### config.mk
export PLATFORM = sky130hd
export DESIGN_NAME = hazard_stall_ctrl
export DESIGN_NICKNAME = d
export VERILOG_FILES = /design/src/rtl/hazard_pkg.sv /design/src/rtl/hazard_detect.sv /design/src/rtl/hazard_stall_ctrl.sv
export SDC_FILE = /design/constraint.sdc
export NUM_CORES = 1
export LEC_CHECK = 0
export CAP_MARGIN = 20
export CORE_UTILIZATION = 44
export DETAILED_ROUTE_END_ITERATION = 10
export PLACE_DENSITY = 0.84
export SYNTH_ARGS = -nofsm -noshare
export SYNTH_HDL_FRONTEND = slang
export SYNTH_SLANG_ARGS = --single-unit
### constraint.sdc
create_clock -name clk_i -period 3.23 [get_ports clk_i]
set_clock_uncertainty 0.15 [all_clocks]
set_input_delay 0.8075 -clock clk_i [delete_from_list [all_inputs] [get_ports clk_i]]
set_output_delay 0.8075 -clock clk_i [all_outputs]
set_load 0.01 [all_outputs]
### src/rtl/hazard_pkg.sv
// Shared types and constants for the pipeline stall/flush sequencer.
package hazard_pkg;

  localparam int REGW = 5;

  typedef enum logic [1:0] {
    RUN   = 2'd0,
    DWAIT = 2'd1,
    HALT  = 2'd2
  } hz_state_t;

endpackage

### src/rtl/hazard_detect.sv
// Load-use comparator: flags an ID instruction that reads the register an EX-stage load writes.
module hazard_detect
  import hazard_pkg::*;
#(
  parameter int W = REGW
) (
  input  logic         ex_mem_read_i,
  input  logic [W-1:0] ex_rd_i,
  input  logic [W-1:0] id_rs_i,
  input  logic [W-1:0] id_rt_i,
  input  logic         id_uses_rt_i,
  output logic         ld_use_o
);

  logic rs_match;
  logic rt_match;

  // Register 0 is hardwired to zero, so a load targeting it never creates a dependency.
  assign rs_match = (ex_rd_i == id_rs_i);
  assign rt_match = id_uses_rt_i && (ex_rd_i == id_rt_i);
  assign ld_use_o = ex_mem_read_i && (ex_rd_i != '0) && (rs_match || rt_match);

endmodule

### src/rtl/hazard_stall_ctrl.sv
// Pipeline sequencer: PC/latch enables and flushes for load-use, memory wait, branch squash and halt,
// plus saturating stall and flush perf counters.
module hazard_stall_ctrl
  import hazard_pkg::*;
#(
  parameter int RW    = REGW,
  parameter int CNT_W = 32
) (
  input  logic             clk_i,
  input  logic             rst_i,
  input  logic             ihit_i,
  input  logic             dmem_req_i,
  input  logic             dhit_i,
  input  logic [RW-1:0]    id_rs_i,
  input  logic [RW-1:0]    id_rt_i,
  input  logic             id_uses_rt_i,
  input  logic [RW-1:0]    ex_rd_i,
  input  logic             ex_mem_read_i,
  input  logic             ex_branch_tk_i,
  input  logic             wb_halt_i,
  output logic             pc_en_o,
  output logic             if_id_en_o,
  output logic             if_id_flush_o,
  output logic             id_ex_en_o,
  output logic             id_ex_flush_o,
  output logic             ex_mem_en_o,
  output logic             mem_wb_en_o,
  output logic             mem_wb_flush_o,
  output logic             halted_o,
  output logic [CNT_W-1:0] stall_cnt_o,
  output logic [CNT_W-1:0] flush_cnt_o,
  output logic [1:0]       state_o
);

  hz_state_t        st_q, st_d;
  logic [CNT_W-1:0] stall_cnt_q, stall_cnt_d;
  logic [CNT_W-1:0] flush_cnt_q, flush_cnt_d;
  logic             ld_use;
  logic             d_wait;

  hazard_detect #(.W(RW)) u_detect (
    .ex_mem_read_i (ex_mem_read_i),
    .ex_rd_i       (ex_rd_i),
    .id_rs_i       (id_rs_i),
    .id_rt_i       (id_rt_i),
    .id_uses_rt_i  (id_uses_rt_i),
    .ld_use_o      (ld_use)
  );

  assign d_wait = (st_q != HALT) && dmem_req_i && !dhit_i;

  always_ff @(posedge clk_i) begin
    if (rst_i) begin
      st_q        <= RUN;
      stall_cnt_q <= '0;
      flush_cnt_q <= '0;
    end else begin
      st_q        <= st_d;
      stall_cnt_q <= stall_cnt_d;
      flush_cnt_q <= flush_cnt_d;
    end
  end

  always_comb begin
    st_d = st_q;
    if (wb_halt_i) begin
      st_d = HALT;
    end else begin
      case (st_q)
        RUN:     if (dmem_req_i && !dhit_i) st_d = DWAIT;
        DWAIT:   if (dhit_i) st_d = RUN;
        HALT:    st_d = HALT;
        default: st_d = RUN;
      endcase
    end
  end

  always_comb begin
    pc_en_o        = 1'b1;
    if_id_en_o     = 1'b1;
    if_id_flush_o  = 1'b0;
    id_ex_en_o     = 1'b1;
    id_ex_flush_o  = 1'b0;
    ex_mem_en_o    = 1'b1;
    mem_wb_en_o    = 1'b1;
    mem_wb_flush_o = 1'b0;
    if (st_q == HALT) begin
      pc_en_o     = 1'b0;
      if_id_en_o  = 1'b0;
      id_ex_en_o  = 1'b0;
      ex_mem_en_o = 1'b0;
      mem_wb_en_o = 1'b0;
    end else if (d_wait) begin
      // Everything up to EX/MEM freezes; WB retires a bubble while memory finishes.
      pc_en_o        = 1'b0;
      if_id_en_o     = 1'b0;
      id_ex_en_o     = 1'b0;
      ex_mem_en_o    = 1'b0;
      mem_wb_flush_o = 1'b1;
    end else if (ex_branch_tk_i) begin
      if_id_flush_o = 1'b1;
      id_ex_flush_o = 1'b1;
    end else if (ld_use) begin
      pc_en_o       = 1'b0;
      if_id_en_o    = 1'b0;
      id_ex_flush_o = 1'b1;
    end else if (!ihit_i) begin
      pc_en_o       = 1'b0;
      if_id_flush_o = 1'b1;
    end
  end

  always_comb begin
    stall_cnt_d = stall_cnt_q;
    flush_cnt_d = flush_cnt_q;
    if ((st_q != HALT) && !pc_en_o && (stall_cnt_q != '1)) stall_cnt_d = stall_cnt_q + 1'b1;
    if ((if_id_flush_o || id_ex_flush_o) && (flush_cnt_q != '1)) flush_cnt_d = flush_cnt_q + 1'b1;
  end

  assign halted_o    = (st_q == HALT);
  assign stall_cnt_o = stall_cnt_q;
  assign flush_cnt_o = flush_cnt_q;
  assign state_o     = st_q;

endmodule

==> results.ini, run 1 <==
[run_status]
status=finished clean

[sta]
min_period_over_period=0.997
rsz0062_at_grt=yes
tightest_slew_ns=0.640
drv_slew=0
fmax_mhz=311
slew_headroom=0.569
final-setup-viol-count=0
setup_tns_ns=0
whs_ns=0.357
setup_slack_ns=0.0104
hold_viol=0
finalCriticalPeriod_ns=3.22

[power_and_ir_drop]
power_w=0.00173
power_density_nw_per_um2=339
p_leak_nw=1.76
p_int_w=0.00131
combinationalPowerShare=0.110
seqPwrFrac=0.480
sw_frac_of_total=0.241
clockPowerShare=0.410
ir_drop_mv=0.180
switchingPower_w=0.000417

[route]
post_drt_wl_per_cell_um=14.4
dr_total_vias=3665
route.detailed.drc=0
routed_wl_mm=9.60
via_per_inst=5.50
drt_iter0_drc=127
first_pass_iters=4
drtAntennaViolNets=0

[die]
start_util=0.458
io_pins=99
coreArea_um2=7810
die_h_um=92.2
num_rows=32
dieArea_um2=8500
dieWidth_um=92.2

[worst_hold_path]
worstHoldStart=state_o[0]$_SDFFE_PP0P_
min_path_type=flip-flop to flip-flop
hold-path-endpoint=state_o[0]$_SDFFE_PP0P_
holdPathStages=1

[worst_setup_path]
start_kind=input pin
arrival_ns=2.26
crit_path_end_kind=output port
reg2reg_slack_ns=0.46
crit_type=input pin to output port
required_ns=2.27
r2r_start=stall_cnt_o[16]$_SDFFE_PP0P_
rr_worst_depth=8
cp_max_fo=4
r2r_end=stall_cnt_o[13]$_SDFFE_PP0P_

[yosys]
synthSimpleGateAreaFrac=0.298
synth_fa_ha_area_frac=0.00699
synth_top_family_by_area=simple AND/OR/NAND/NOR gates
synth_seq_cells=66
synth-xor-area-share=0.117
yosysSeqAreaShare=0.369
synth_ff_type=dfxtp_1
synth_area_um2=3580
async_reset_ff_frac=0
synthMuxAreaShare=0.0315
syn_area_per_cell_um2=8.19
synth_cell_type_count=48
synth_edf_count=0
synthesis.nets=463
synthCells=437
synth_warnings=0
synth_compound_area_frac=0.140

[final_layout]
most-common-layout-cells=clkdlybuf4s50_1, nor2_1, dfxtp_1
antenna_cells=0
stdcell_area_um2=5090
nFillCells=656
multiInputGateArea_um2=2180
syn_to_final_growth_pct=42.3
drive_gt1_frac=0.158
nets=585
final_common_cell=clkdlybuf4s50_1
ff_latch_area_um2=1320

[grt]
grt_use_total=0.232
antenna_found_initial=0
grt_pass1_wl_mm=15.9
grt_max_degree=60
grt_pass1_vias=3501
grt_overflow=0

[clock_network]
clock_path_buffers=2
cts_buffers=9
clock-root-buffer=clkbuf_8
cts.sinks=66
clk_latency_ns=0.34
htree_levels=3
cts_hold_buf=0
clk_pin_slew_ns=0.07
cts_tree=yes

[placed_design]
io_buffers=98
place_ws_ns=-0.737
dpl-instance-area_um2=4820
gp_congestion=0.835
dp_hpwl_mm=6.87

[run]
drv_cap=0

-- what timing repair did --
item | 4_1_cts | 5_1_grt
setup buffers | 2 | 3
gates cloned | 0 | 0
pin swaps | 9 | 9
endpoints found under the hold margin | 0 | 0
gates resized for setup | 48 | 4
setup endpoints to repair | 6 | 4
-- metrics by stage --
step            util  instances
6_report       0.652        666
5_1_grt        0.652        666
4_1_cts        0.646        663
3_5_place_dp   0.618        645
3_3_place_gp   0.618        645
2_1_floorplan      -        437
-- metal layers --
metal	up-vias	track usage	wire length [µm]
met5	-	0	0
met4	0	0.0846	178
met3	18	0.0439	599
met2	114	0.405	4730
met1	1740	0.281	4090
li1	1793	-	-
-- synth_stat cells (5+ instances only) --
master,n,area (µm²)
nand2b_1,6,37.5
nor2_1,69,259
xor2_1,6,52.6
nor3_1,7,35.0
nor4_1,10,62.6
a211oi_1,15,113
a21oi_1,28,140
a31o_2,5,43.8
o31ai_1,6,45.0
nand4_1,14,87.6
or4_1,6,45.0
mux2_2,6,67.6
nand3_1,21,105
o21ai_0,5,25.0
xnor2_1,42,368
nor2b_1,11,68.8
and3_1,14,87.6
nand2_1,29,109
and2_1,6,37.5
clkbuf_1,15,56.3
inv_1,9,33.8
dfxtp_1,66,1320
-- flip-flops by register name, indices dropped and copies added (netlist names) --
register	cells
state_o	2
stall_cnt_o	32
flush_cnt_o	32
-- critical path, cell delays in order --
cell and delay (ns):
dlygate4sd2_1 0.25, xor2_1 0.16, nor4_1 0.27, and3_4 0.25
o21bai_4 0.07, a21oi_1 0.17, nor2_1 0.06, clkdlybuf4s15_2 0.22
-- cell families (layout without fill, tap and decap cells) --
kind of cell	count (synthesis)	after routing
buffers and inverters	31	158
xor gates and xnor gates	48	48
and+or+nand+nor	209	209
AOI/OAI and AO/OA	72	72
muxes	9	9
DFF	66	66
adders and majority gates	2	2
-- worst max path at each step --
stage	from	endpoint	cells after the start
after floorplan	ex_rd_i[1]	if_id_flush_o	7
after global placement	ex_rd_i[2]	if_id_flush_o	8
after detailed placement	ex_rd_i[2]	if_id_flush_o	8
after CTS	id_rs_i[4]	if_id_flush_o	9
after global routing	id_rt_i[4]	pc_en_o	8
final	id_rt_i[4]	pc_en_o	8
-- area by class of cell --
cell class	count	share of cell area
flip-flops and latches	66	0.259
multi-input cells	340	0.428
inverters	9	0.00663
clock inverters	4	0.00983
well taps	102	0.0251
clock buffers	12	0.0305
repair buffers	133	0.241
-- power by group through the flow --
| stage | clock [W] | combinational (W) | sequential, W |
|---|---|---|---|
| 2_1_floorplan | 0 | 0.0000832 | 0.000850 |
| 3_3_place_gp | 0 | 0.000181 | 0.000848 |
| 3_5_place_dp | 0 | 0.000187 | 0.000848 |
| 4_1_cts | 0.000726 | 0.000185 | 0.000829 |
| 5_1_grt | 0.000767 | 0.000205 | 0.000831 |
| 6_report | 0.000708 | 0.000190 | 0.000830 |
Note: power is estimated with default switching activity, not from simulation.
==> inputs of run 2 (changes only) <==
--- a/config.mk
+++ b/config.mk
@@ -8,6 +8,7 @@
 export CAP_MARGIN = 20
 export CORE_UTILIZATION = 44
 export DETAILED_ROUTE_END_ITERATION = 10
+export HOLD_SLACK_MARGIN = 0.1
 export PLACE_DENSITY = 0.84
 export SYNTH_ARGS = -nofsm -noshare
 export SYNTH_HDL_FRONTEND = slang
==> results of run 2 <==
The final DEF is identical to that of run 1; final timing and power are the same.
==> inputs of run 3 (changes only) <==
--- a/config.mk
+++ b/config.mk
@@ -6,10 +6,12 @@
 export NUM_CORES = 1
 export LEC_CHECK = 0
 export CAP_MARGIN = 20
-export CORE_UTILIZATION = 44
+export CORE_UTILIZATION = 45
+export CTS_BUF_LIST = sky130_fd_sc_hd__clkbuf_4
 export DETAILED_ROUTE_END_ITERATION = 10
 export HOLD_SLACK_MARGIN = 0.1
-export PLACE_DENSITY = 0.84
+export PLACE_DENSITY = 0.86
+export SKIP_LAST_GASP = 1
 export SYNTH_ARGS = -nofsm -noshare
 export SYNTH_HDL_FRONTEND = slang
 export SYNTH_SLANG_ARGS = --single-unit
==> run 3 against run 2 <==
The flow now finishes with violations (setup timing). Die area down 2.2%. Maximum frequency fell by 1.1%. Worst setup slack got worse by 0.037 ns. Clock power shrank 11%. Final cell count fell by 0.15%. Count of clock-buffer cells in the layout is 2 lower. Utilization barely moved. Sequential power hardly changed. Sequential cell count unchanged. Critical endpoint is now if_id_flush_o. Highest routed layer unchanged.
==> results.ini, run 3 (synthesis gave the netlist of run 1 again) <==
[final_layout]
most-common-layout-cells=clkdlybuf4s50_1, nor2_1, dfxtp_1
syn_to_final_growth_pct=40.8
final_common_cell=clkdlybuf4s50_1
nets=584
drive_gt1_frac=0.158
fin_cells=665
antenna_cells=0

[clock_network]
cts.sinks=66
clock-root-buffer=clkbuf_4
cts_buffers=9
clk_latency_ns=0.41
cts_tree=yes
cts_hold_buf=0
clk_pin_slew_ns=0.13
htree_levels=3
clock_path_buffers=2

[die]
die_h_um=91.2
num_rows=32
dieArea_um2=8310
coreArea_um2=7730
io_pins=99
dieWidth_um=91.2
start_util=0.463

[worst_setup_path]
start_kind=input pin
crit_cells=10
cp_top_family=simple AND/OR/NAND/NOR gates
r2r_start=stall_cnt_o[16]$_SDFFE_PP0P_
max_stage_delay_ns=0.28
slowest_stage=nor4_1
crit_type=input pin to output port
path_cells=buf_2 > buf_6 > xor2_1 > nor4_1 > and3_1 > o21bai_4 > nor2_2 > nor2_2 > and2_1 > buf_2
crit_path_end_kind=output port
cp_max_fo=3
crit_path_start=ex_rd_i[1]
reg2reg_slack_ns=0.57
crit_buf_inv=3
rr_worst_depth=8
r2r_end=stall_cnt_o[8]$_SDFFE_PP0P_
arrival_ns=2.30
crit_end=if_id_flush_o
required_ns=2.27

[grt]
grt_pass1_wl_mm=15.6
antenna_found_initial=0
grt_use_total=0.229
grt_overflow=0
grt_pass1_vias=3431
grt_max_degree=47

[sta]
min_period_over_period=1.01
fmax_mhz=307
rsz0062_at_grt=yes
tightest_slew_ns=0.774
final-setup-viol-count=2
slew_headroom=0.484
whs_ns=0.376
finalCriticalPeriod_ns=3.26
hold_viol=0
setup_slack_ns=-0.0267
drv_slew=0

[route]
dr_total_vias=3646
routed_wl_mm=9.46
via_per_inst=5.48
drt_iter0_drc=167
post_drt_wl_per_cell_um=14.2
drtAntennaViolNets=0
first_pass_iters=5
route.detailed.drc=0

[power_and_ir_drop]
p_leak_nw=1.76
power_w=0.00165
power_density_nw_per_um2=328
ir_drop_mv=0.226

[placed_design]
io_buffers=98
place_ws_ns=-0.698
dp_hpwl_mm=6.79
gp_congestion=0.816
dp_cells=646

[run_status]
status=finished with violations
violations=setup timing

[worst_hold_path]
worstHoldStart=flush_cnt_o[16]$_SDFFE_PP0P_
min_path_type=flip-flop to flip-flop

[run]
drv_cap=0

## run 3: repair_timing
item | 4_1_cts | 5_1_grt
endpoints found under the setup margin | 6 | 6
pin swaps | 7 | 4
buffers inserted | 2 | 1
gates resized for setup | 39 | 10
## run 3: area by class of cell
| class | count | area, µm² |
|---|---|---|
| Clock inverter | 6 | 81.3 |
| Multi-Input combinational cell | 340 | 2190 |
| Tap cell | 102 | 128 |
| Sequential cell | 66 | 1320 |
| Clock buffer | 10 | 75.1 |
| Inverter | 9 | 33.8 |
| Timing Repair Buffer | 132 | 1210 |
| Fill cell | 632 | 2690 |
## run 3: how the worst min path moves through the flow
stage | to | cells past startpoint | slack, ns
6_report | flush_cnt_o[16]$_SDFFE_PP0P_ | 2 | 0.38
5_1_grt | state_o[0]$_SDFFE_PP0P_ | 1 | 0.39
4_1_cts | state_o[0]$_SDFFE_PP0P_ | 1 | 0.37
3_5_place_dp | state_o[0]$_SDFFE_PP0P_ | 1 | 0.34
3_3_place_gp | state_o[0]$_SDFFE_PP0P_ | 1 | 0.33
2_1_floorplan | stall_cnt_o[15]$_SDFFE_PP0P_ | 2 | 0.36
## run 3: metal layers
layer  part of all wire  global-route usage
met5                  0                   0
met4              0.017              0.0886
met3              0.047              0.0343
met2               0.49               0.401
met1               0.44               0.283
## run 3: report_power, final
group | switching, W | leakage, nW | internal [W]
logic | 0.0000973 | 1.14 | 0.0000968
clock network | 0.000311 | 0.0838 | 0.000318
registers | 0.00000960 | 0.532 | 0.000821
## run 3: tightest hold or removal path: cells and delay by family (launching register included)
kind | cells | cell delay (ns)
compound gates | 2 | 0.13
flops | 1 | 0.36
## run 3: through the flow
| step | instance area (µm²) | setup TNS (ns) | utilization |
|---|---|---|---|
| 2_1_floorplan | 3590 | 0 | - |
| 3_3_place_gp | 4820 | -3.00 | 0.624 |
| 3_5_place_dp | 4820 | -4.25 | 0.624 |
| 4_1_cts | 5010 | -0.0644 | 0.648 |
| 5_1_grt | 5040 | -0.383 | 0.652 |
| 6_report | 5040 | -0.0509 | 0.652 |
